===== config.mk =====
export PLATFORM = sky130hd
export DESIGN_NAME = riscv_multicycle_ctrl_fsm
export DESIGN_NICKNAME = d
export VERILOG_FILES = /design/src/rtl/riscv_multicycle_ctrl_fsm.sv
export SDC_FILE = /design/constraint.sdc
export NUM_CORES = 1
export LEC_CHECK = 0
export ABC_CLOCK_PERIOD_IN_PS = 2800
export BUFFER_PORTS_ARGS = -buffer_cell sky130_fd_sc_hd__buf_2
export CELL_PAD_IN_SITES_DETAIL_PLACEMENT = 0
export CELL_PAD_IN_SITES_GLOBAL_PLACEMENT = 1
export CORE_MARGIN = 3
export CORE_UTILIZATION = 40
export DETAILED_ROUTE_END_ITERATION = 6
export PLACE_DENSITY_LB_ADDON = 0.1
export SYNTH_ARGS = -nofsm -noshare
export SYNTH_HDL_FRONTEND = slang
export SYNTH_SLANG_ARGS = --single-unit

===== constraint.sdc =====
create_clock -name clk -period 2.8 [get_ports clk]
set_input_delay 0.84 -clock clk [delete_from_list [all_inputs] [get_ports clk]]
set_output_delay 0.84 -clock clk [all_outputs]
set_load 0.05 [all_outputs]

===== src/rtl/riscv_multicycle_ctrl_fsm.sv =====
// Multicycle RISC-V control unit.
// Steps each instruction through FETCH/DECODE/EXECUTE/MEM/WRITEBACK, drives the
// datapath mux selects and the cache req/ready handshake, and waits out cache
// misses. An illegal opcode or a memory timeout sends it into an absorbing
// ERROR state that only rst_n can leave. The state_o debug encoding follows the
// state list order, starting from FETCH = 0 and ending at ERROR = 13.
module riscv_multicycle_ctrl_fsm #(
  parameter bit EXT_OPS     = 1'b1,
  parameter int TIMEOUT_W   = 8,
  parameter int MEM_TIMEOUT = 200
) (
  input  logic       clk,
  input  logic       rst_n,
  input  logic [6:0] op,
  input  logic       zero,
  input  logic       mem_ready,
  input  logic       stall,
  output logic       mem_req,
  output logic       mem_we,
  output logic       adr_src,
  output logic       ir_write,
  output logic       pc_write,
  output logic       reg_write,
  output logic [1:0] alu_src_a,
  output logic [1:0] alu_src_b,
  output logic [1:0] alu_op,
  output logic [2:0] imm_src,
  output logic [1:0] result_src,
  output logic       error,
  output logic [1:0] err_code,
  output logic [3:0] state_o
);

  localparam logic [6:0] OP_LW    = 7'b0000011;
  localparam logic [6:0] OP_SW    = 7'b0100011;
  localparam logic [6:0] OP_R     = 7'b0110011;
  localparam logic [6:0] OP_I     = 7'b0010011;
  localparam logic [6:0] OP_BEQ   = 7'b1100011;
  localparam logic [6:0] OP_JAL   = 7'b1101111;
  localparam logic [6:0] OP_JALR  = 7'b1100111;
  localparam logic [6:0] OP_LUI   = 7'b0110111;
  localparam logic [6:0] OP_AUIPC = 7'b0010111;

  typedef enum logic [3:0] {
    S_FETCH  = 4'd0,
    S_DECODE = 4'd1,
    S_MEMADR = 4'd2,
    S_MEMRD  = 4'd3,
    S_MEMWB  = 4'd4,
    S_MEMWR  = 4'd5,
    S_EXECR  = 4'd6,
    S_EXECI  = 4'd7,
    S_ALUWB  = 4'd8,
    S_BEQ    = 4'd9,
    S_JAL    = 4'd10,
    S_JALR   = 4'd11,
    S_LUI    = 4'd12,
    S_ERROR  = 4'd13
  } state_t;

  state_t                 state_q, state_d;
  logic [TIMEOUT_W-1:0]   cnt_q, cnt_d;
  logic [1:0]             err_code_q, err_code_d;
  logic                   ir_wr, reg_wr, pc_update, branch;
  logic                   mem_wait;
  logic                   timeout_hit;
  logic [31:0]            cnt_ext;

  // A wait state is one that holds mem_req and stalls on mem_ready.
  assign mem_wait    = (state_q == S_FETCH) || (state_q == S_MEMRD) || (state_q == S_MEMWR);
  assign cnt_ext     = 32'(cnt_q);
  // This wait cycle would be the MEM_TIMEOUT-th one without mem_ready.
  assign timeout_hit = (MEM_TIMEOUT != 0) && ((cnt_ext + 32'd1) >= 32'(MEM_TIMEOUT));

  assign error    = |err_code_q;
  assign err_code = err_code_q;
  assign state_o  = state_q;

  // State, wait counter and sticky error code; async active-low reset.
  always_ff @(posedge clk or negedge rst_n) begin
    if (!rst_n) begin
      state_q    <= S_FETCH;
      cnt_q      <= '0;
      err_code_q <= 2'b00;
    end else begin
      state_q    <= state_d;
      cnt_q      <= cnt_d;
      err_code_q <= err_code_d;
    end
  end

  // Next state, wait counter update and Moore outputs (pc_write is the Mealy term).
  always_comb begin
    state_d    = state_q;
    cnt_d      = cnt_q;
    err_code_d = err_code_q;
    mem_req    = 1'b0;
    mem_we     = 1'b0;
    adr_src    = 1'b0;
    ir_write   = 1'b0;
    pc_write   = 1'b0;
    reg_write  = 1'b0;
    ir_wr      = 1'b0;
    reg_wr     = 1'b0;
    pc_update  = 1'b0;
    branch     = 1'b0;
    alu_src_a  = 2'b00;
    alu_src_b  = 2'b00;
    alu_op     = 2'b00;
    imm_src    = 3'b000;
    result_src = 2'b00;

    case (state_q)
      S_FETCH: begin
        mem_req    = 1'b1;
        alu_src_a  = 2'b00;
        alu_src_b  = 2'b10;
        result_src = 2'b10;
        if (mem_ready) begin
          ir_wr     = 1'b1;
          pc_update = 1'b1;
          state_d   = S_DECODE;
        end
      end
      S_DECODE: begin
        alu_src_a = 2'b01;
        alu_src_b = 2'b01;
        case (op)
          OP_SW:            imm_src = 3'b001;
          OP_BEQ:           imm_src = 3'b010;
          OP_JAL:           imm_src = 3'b011;
          OP_LUI, OP_AUIPC: imm_src = 3'b100;
          default:          imm_src = 3'b000;
        endcase
        case (op)
          OP_LW, OP_SW: state_d = S_MEMADR;
          OP_R:         state_d = S_EXECR;
          OP_I:         state_d = S_EXECI;
          OP_BEQ:       state_d = S_BEQ;
          OP_JAL:       state_d = S_JAL;
          OP_JALR: begin
            if (EXT_OPS) begin
              state_d = S_JALR;
            end else begin
              state_d    = S_ERROR;
              err_code_d = 2'b01;
            end
          end
          OP_LUI, OP_AUIPC: begin
            if (EXT_OPS) begin
              state_d = S_LUI;
            end else begin
              state_d    = S_ERROR;
              err_code_d = 2'b01;
            end
          end
          default: begin
            state_d    = S_ERROR;
            err_code_d = 2'b01;
          end
        endcase
      end
      S_MEMADR: begin
        alu_src_a = 2'b10;
        alu_src_b = 2'b01;
        imm_src   = (op == OP_SW) ? 3'b001 : 3'b000;
        if (op == OP_LW) begin
          state_d = S_MEMRD;
        end else if (op == OP_SW) begin
          state_d = S_MEMWR;
        end else begin
          state_d    = S_ERROR;
          err_code_d = 2'b01;
        end
      end
      S_MEMRD: begin
        mem_req = 1'b1;
        adr_src = 1'b1;
        if (mem_ready) state_d = S_MEMWB;
      end
      S_MEMWB: begin
        reg_wr     = 1'b1;
        result_src = 2'b01;
        state_d    = S_FETCH;
      end
      S_MEMWR: begin
        mem_req = 1'b1;
        mem_we  = 1'b1;
        adr_src = 1'b1;
        if (mem_ready) state_d = S_FETCH;
      end
      S_EXECR: begin
        alu_src_a = 2'b10;
        alu_src_b = 2'b00;
        alu_op    = 2'b10;
        state_d   = S_ALUWB;
      end
      S_EXECI: begin
        alu_src_a = 2'b10;
        alu_src_b = 2'b01;
        alu_op    = 2'b10;
        state_d   = S_ALUWB;
      end
      S_ALUWB: begin
        reg_wr     = 1'b1;
        result_src = 2'b00;
        state_d    = S_FETCH;
      end
      S_BEQ: begin
        alu_src_a  = 2'b10;
        alu_src_b  = 2'b00;
        alu_op     = 2'b01;
        result_src = 2'b00;
        branch     = 1'b1;
        state_d    = S_FETCH;
      end
      S_JAL: begin
        // PC takes the target already in ALUOut; the ALU forms oldPC+4 for rd.
        pc_update  = 1'b1;
        result_src = 2'b00;
        alu_src_a  = 2'b01;
        alu_src_b  = 2'b10;
        state_d    = S_ALUWB;
      end
      S_JALR: begin
        pc_update  = 1'b1;
        result_src = 2'b10;
        alu_src_a  = 2'b10;
        alu_src_b  = 2'b01;
        state_d    = S_ALUWB;
      end
      S_LUI: begin
        // alu_src_a 11 selects a zero operand so lui yields the bare U-immediate.
        imm_src   = 3'b100;
        alu_src_b = 2'b01;
        alu_src_a = (op == OP_AUIPC) ? 2'b01 : 2'b11;
        state_d   = S_ALUWB;
      end
      S_ERROR: begin
        state_d = S_ERROR;
      end
      default: begin
        state_d = S_ERROR;
      end
    endcase

    if (mem_wait && !mem_ready) begin
      if (cnt_q != '1) cnt_d = cnt_q + TIMEOUT_W'(1);
      if (timeout_hit) begin
        state_d    = S_ERROR;
        err_code_d = 2'b10;
      end
    end

    if (state_d != state_q) cnt_d = '0;

    if (stall) begin
      state_d    = state_q;
      cnt_d      = cnt_q;
      err_code_d = err_code_q;
    end

    ir_write  = ir_wr & ~stall;
    reg_write = reg_wr & ~stall;
    pc_write  = (pc_update | (branch & zero)) & ~stall;

    if (!rst_n) begin
      mem_req    = 1'b0;
      mem_we     = 1'b0;
      adr_src    = 1'b0;
      ir_write   = 1'b0;
      pc_write   = 1'b0;
      reg_write  = 1'b0;
      alu_src_a  = 2'b00;
      alu_src_b  = 2'b00;
      alu_op     = 2'b00;
      imm_src    = 3'b000;
      result_src = 2'b00;
    end
  end

endmodule

==> results of run 1 <==
synthesized netlist by cell type, types with 2 or more instances:
cell type,instances
nand2_1,21
nor2_1,18
dfrtp_1,14
nor3_1,12
a21o_1,8
nand3_1,8
o21ai_0,8
o31ai_1,7
nor2b_1,6
a21oi_1,5
a31oi_1,5
and3_1,5
buf_2,5
clkbuf_1,5
nand2b_1,5
nor3_2,5
inv_1,4
o22ai_1,4
nand4_1,3
o2111ai_1,3
xor2_1,3
a2bb2oi_1,2
and2_1,2
and2b_1,2
and4_1,2
buf_4,2
buf_6,2
ha_1,2
mux2i_1,2
nor4_1,2
nor4b_4,2
o211a_1,2
o21ai_1,2
or3_1,2
per-stage QoR:
step / area (sq um) / util [%]
finish: 2267 / 58.83
global route: 2267 / 58.83
CTS: 2221 / 57.63
detailed placement: 2098 / 54.45
global placement: 2098 / 54.45
floorplan: 1754 / -
layout make-up:
cell class                      count  area (sq um)  share of cell area [%]
Clock buffer                        4         55.05                   2.428
Inverter                            4         15.01                  0.6623
Multi-Input combinational cell    176          1343                   59.22
Sequential cell                    14         354.1                   15.62
Tap cell                           48         60.06                   2.649
Timing Repair Buffer               64         440.4                   19.43
what timing repair did:
action,4_1_cts,5_1_grt
setup endpoints to repair,3,7
gates resized for setup,14,10
buffers inserted,2,1
pin swaps,3,5
how the worst max path moves through the flow:
stage | endpoint | slack, ns | cells after the start
6_report | imm_src[0] | -0.10 | 7
5_1_grt | alu_src_a[1] | -0.19 | 8
4_1_cts | imm_src[0] | -0.08 | 7
3_5_place_dp | imm_src[0] | -0.21 | 7
3_3_place_gp | imm_src[0] | -0.17 | 7
2_1_floorplan | alu_op[0] | -0.02 | 4
per-layer routing:
layer	part of all wire, %	wire (microns)
met1	46	2388
met2	48	2513
met3	5.5	290
met4	0.78	41
met5	0	0
cells by family after synthesis:
logic type	synth area share [%]
buf+inv	5.929
compound gates	30.17
flops	20.76
mux	1.186
fa+ha+maj	1.482
xor+xnor	3.040
simple gates	37.44
worst max-delay path: cells and delay by family:
family          cells  cell delay (ns)
compound gates      1             0.07
simple gates        4             0.90
buf+inv             2             0.25
registers in the layout, indices dropped and copies added (netlist names):
signal / flops
cnt_q: 8
err_code: 2
state_o: 4
report_power, final:
part           internal, mW  leakage [nW]  switching [mW]
logic                 0.323         0.812           0.603
clock network         0.125        0.0288          0.0729
registers             0.224         0.180          0.0637
total                 0.672          1.02           0.739
==> run summary, run 1 <==
CTS tree: done
Post-synth EDFFs: 0
vias: 1853
synth top area cells: dfrtp_1 21%, nand2_1 4.7%, nor2_1 4.0%, nor3_1 3.6%, a21o_1 3.6%
critical path class: in2out
power density over the cells: 622.4 nW/um^2
reg2reg start: state_o[0]$_DFFE_PN0N_
die height: 70.96 microns
cell total after placement: 303
Worst Skew: 0.0009215 ns
Vias/cell: 5.977
Worst Tran Pin Value: 0.4631 ns
met1 usage in global routing: 29.22%
crit end category: primary output
Synth Register Bits: 14
f_max: 344.5 MHz
Nets: 277
GR Util met3: 3.977%
DP HPWL: 3952 microns
post-synth top area cell: dfrtp_1
Hold Crit Class: reg2reg
synthesized area: 1688 sq um
Worst Path Arrival: 2.06 ns
vias in the first global route: 1847
Hold Path Origin: err_code[0]$_DFFE_PN0N_
GR peak layer: met2
Most common cell on crit path: buf_8
Distinct cells, synth: 63
outcome: finished with violations
drt wl/cell: 16.88 microns
commonest non-fill, non-tap cell in the layout: buf_4
register area share after synthesis: 20.76%
RD Place Congestion: 0.8889
Crit path required time: 1.96 ns
drt first pass iters: 4
Setup crit start kind: input port
Core Box Area: 3854 sq um
Final ANT Viol Nets: 0
r2r setup slk: 0.30 ns
Initial Util: 43.80%
Cells after Synth: 209
Pleak: 1.021 nW
crit path from: op[6]
max-cap violation count: 0
Fin Setup TNS: -0.1782 ns
met2 GRT Util: 36.25%
post-synth top area share: 20.76%
Rows: 22
Reg-to-Reg End: cnt_q[1]$_DFFE_PN0P_
Final Power: 1.411 mW
Clock Pin Slew Worst Setup and Hold Paths: 0.06 ns
largest net degree at the start of global routing: 20
initial DRC count: 126
failing checks: negative setup slack
cells on worst reg2reg path: 8
crit-path max FO: 5
most frequent cells in the layout: 30 x buf_4, 28 x buf_2, 21 x nand2_1
Clock H-tree levels: 1
top_reg_cell synth: dfrtp_1
worst hold endpoint: err_code[0]$_DFFE_PN0N_
Hold-fix buffers, CTS: 0
peak supply drop: 403.7 uV
Skew-Pair Late Insertion Delay: 0.25 ns
Setup WS post-layout: -0.1025 ns
initial antenna violation count: 0
number of I/O port buffers: 35
worst hold path depth: 1
crit path time final: 2.903 ns
RSZ-0062 raised after global routing: true
slowest CP cell: or3_4
Inserted Clock Buffers: 3
CTS root buf: clkbuf_8
Rel. slew slack: 69.01%
Post-synth ARST share: 100.0%
# diodes: 0
critical path, cell by cell: buf_8 > nand4bb_4 > or3_4 > nor3_4 > a31oi_2 > nor2b_4 > buf_8
Remaining DRCs: 0
Fillers: 358
post-route insts no fill: 310
Max stage delay on crit path: 0.36 ns
CTS Buffer Depth: 2
Die W: 70.96 microns
Tot GR Track Use: 21.48%
crit share post-route: 103.7%
final hold slack: 0.5251 ns
DIE AREA: 5035 sq um
Synth warnings: 0
share of cells above drive strength 1: 41.22%
grt total ovfl: 0
clk sinks: 14
WL final: 5233 microns
Mean Syn Cell Area: 8.076 sq um
Placement Setup Slack: -0.2069 ns
I/O Pins: 36
Final setup viols: 2
Slew Limit Fails: 0
Synthesized Nets: 223
P&R area growth vs syn: 34.32%
Final Hold Vio Count: 0
global-route wire length before repair: 8983 microns
No activity file was read; power rests on OpenSTA's default activity.
==> inputs of run 2 (changes only) <==
ABC_CLOCK_PERIOD_IN_PS = 3150   (was 2800)
CTS_CLUSTER_SIZE = 8   (was default)
clock period = 3.15 ns   (was 2.8 ns; I/O delays follow)
==> run summary, run 2 (same netlist as run 1, synthesis figures left out) <==
Hold-fix buffers, CTS: 0 (unchanged)
Final Power: 1.192 mW (-16%)
max reg flops: 8 (unchanged)
placed inst area: 2027 sq um (-3.4%)
DIE AREA: 5035 sq um (unchanged)
r2r setup slk: 0.64 ns (+0.34 ns)
Worst Path Arrival: 2.15 ns (+0.09 ns)
Final ANT Viol Nets: 0 (unchanged)
CP Buf/Inv Count: 2 (unchanged)
critical path class: in2out
crit-path max FO: 4 (-1)
crit end category: primary output
clk sinks: 14 (unchanged)
f_max: 323.0 MHz
DP HPWL: 3713 microns (-6.0%)
Vias/cell: 6.059 (+1.4%)
CTS Buffer Depth: 2 (unchanged)
Crit path required time: 2.20 ns (+0.24 ns)
Reg-to-Reg End: cnt_q[1]$_DFFE_PN0P_
most frequent cells in the layout: 31 x buf_2, 22 x buf_4, 21 x nand2_1
worst hold endpoint: err_code[0]$_DFFE_PN0N_
outcome: finished, final reports clean
Core Box Area: 3854 sq um (unchanged)
RD Place Congestion: 0.8911 (+0.25%)
Nets: 270 (-2.5%)
Die W: 70.96 microns (unchanged)
crit path time final: 3.096 ns
Rel. slew slack: 64.03% (-5.0 points)
Hold Crit Class: reg2reg
Final Instance Area: 2143 sq um (-5.5%)
Final Hold Vio Count: 0 (unchanged)
die height: 70.96 microns (unchanged)
Tot GR Track Use: 19.51% (-2.0 points)
cells on worst reg2reg path: 8 (unchanged)
Slew Limit Fails: 0 (unchanged)
Worst Tran Pin Value: 0.5396 ns (+0.07647 ns)
P&R area growth vs syn: 26.98%
Pleak: 0.9624 nW (-5.7%)
global-route wire length before repair: 8231 microns (-8.4%)
Max stage delay on crit path: 0.31 ns (-0.05 ns)
worst hold path depth: 1 (unchanged)
crit share post-route: 98.28%
grt total ovfl: 0 (unchanged)
Clock Pin Slew Worst Setup and Hold Paths: 0.06 ns (about the same)
RSZ-0062 raised after global routing: true
critical path, cell by cell: buf_8 > and4bb_2 > nand3_2 > nor2_2 > o22ai_2 > a221oi_2 > nor2b_2 > buf_6
Remaining DRCs: 0 (unchanged)
power density over the cells: 556.1 nW/um^2 (-11%)
CTS tree: done
Rows: 22 (unchanged)
slowest CP cell: and4bb_2
vias in the first global route: 1644 (-11%)
Largest Register: cnt_q
Setup crit start kind: input port
reg2reg start: state_o[1]$_DFFE_PN0N_
Inserted Clock Buffers: 3 (unchanged)
I/O Pins: 36 (unchanged)
largest net degree at the start of global routing: 21 (+5.0%)
drt wl/cell: 15.99 microns (-5.3%)
final hold slack: 0.5114 ns (-0.01369 ns)
commonest non-fill, non-tap cell in the layout: buf_2
Clock H-tree levels: 1 (unchanged)
Worst Skew: 0.001506 ns (+0.0005848 ns)
peak supply drop: 472.8 uV (+17%)
max-cap violation count: 0 (unchanged)
# diodes: 0 (unchanged)
cell total after placement: 298 (-1.7%)
vias: 1836 (-0.92%)
initial antenna violation count: 0 (unchanged)
drt first pass iters: 4 (unchanged)
post-route insts no fill: 303 (-2.3%)
Hold Path Origin: err_code[0]$_DFFE_PN0N_
CTS root buf: clkbuf_8
share of cells above drive strength 1: 36.47% (-4.8 points)
number of I/O port buffers: 35 (unchanged)
WL final: 4845 microns (-7.4%)
initial DRC count: 124 (-1.6%)
Skew-Pair Late Insertion Delay: 0.24 ns (about the same)
crit-path leading delay family: simple AND/OR/NAND/NOR gates
Final setup viols: 0 (-2)
Initial Util: 43.80% (unchanged)
==> run 2: changes by cell type in the layout (fill, tap and decap cells not counted), sizes merged <==
cell / change
buf: -6
clkbuf: -1
==> run 2: report_power, final <==
part           internal [mW]  switching (mW)
sequential             0.198          0.0311
combinational          0.258           0.531
clock                  0.111          0.0628
==> run 2: worst max-delay path by stage <==
| stage | startpoint | end | slack [ns] | cells after the start |
|---|---|---|---|---|
| finish | op[3] | alu_src_a[1] | 0.05 | 8 |
| global route | op[3] | alu_src_a[1] | -0.04 | 8 |
| global placement | op[6] | imm_src[0] | -0.03 | 7 |
| detailed placement | op[6] | imm_src[0] | -0.08 | 7 |
| floorplan | state_o[2]$_DFFE_PN0N_ | ir_write | 0.02 | 4 |
| CTS | op[6] | imm_src[0] | 0.0006 | 7 |
==> run 2: metal layers <==
metal | vias up | track usage (%) | routed length [microns]
met5 | - | 0 | 0
met4 | 0 | 1.461 | 0
met3 | 0 | 3.835 | 321
met2 | 68 | 29.56 | 2248
met1 | 890 | 29.72 | 2275
li1 | 878 | - | -
==> run 2: what timing repair did <==
action / 4_1_cts / 5_1_grt
resized for setup: 3 / 11
setup buffers: 0 / 1
setup endpoints to repair: 2 / 3
pin swaps: 0 / 5
==> run 2: final cells by class <==
| type | count | area, sq um |
|---|---|---|
| fillers | 385 | 1710 |
| multi-input cells | 176 | 1294 |
| repair buffers | 57 | 369.1 |
| flip-flops and latches | 14 | 350.3 |
| well taps | 48 | 60.06 |
| clock buffers | 4 | 55.05 |
| inverters | 4 | 15.01 |
==> run 2: worst reg2reg max path, delay by kind of cell (launching register included) <==
kind                   cells  cell delay, ns
AOI/OAI and AO/OA          5            1.30
and+or+nand+nor            2            0.17
DFF                        1            0.68
buffers and inverters      1            0.27
==> run 2: through the flow <==
stage,setup TNS (ns),utilization (%),setup WS [ns]
5_1_grt,-0.03576,55.62,-0.03576
2_1_floorplan,0,-,0.02402
4_1_cts,0,54.35,0.0005811
3_5_place_dp,-0.1237,52.60,-0.08420
3_3_place_gp,-0.03495,52.60,-0.03495
6_report,0,55.62,0.05408
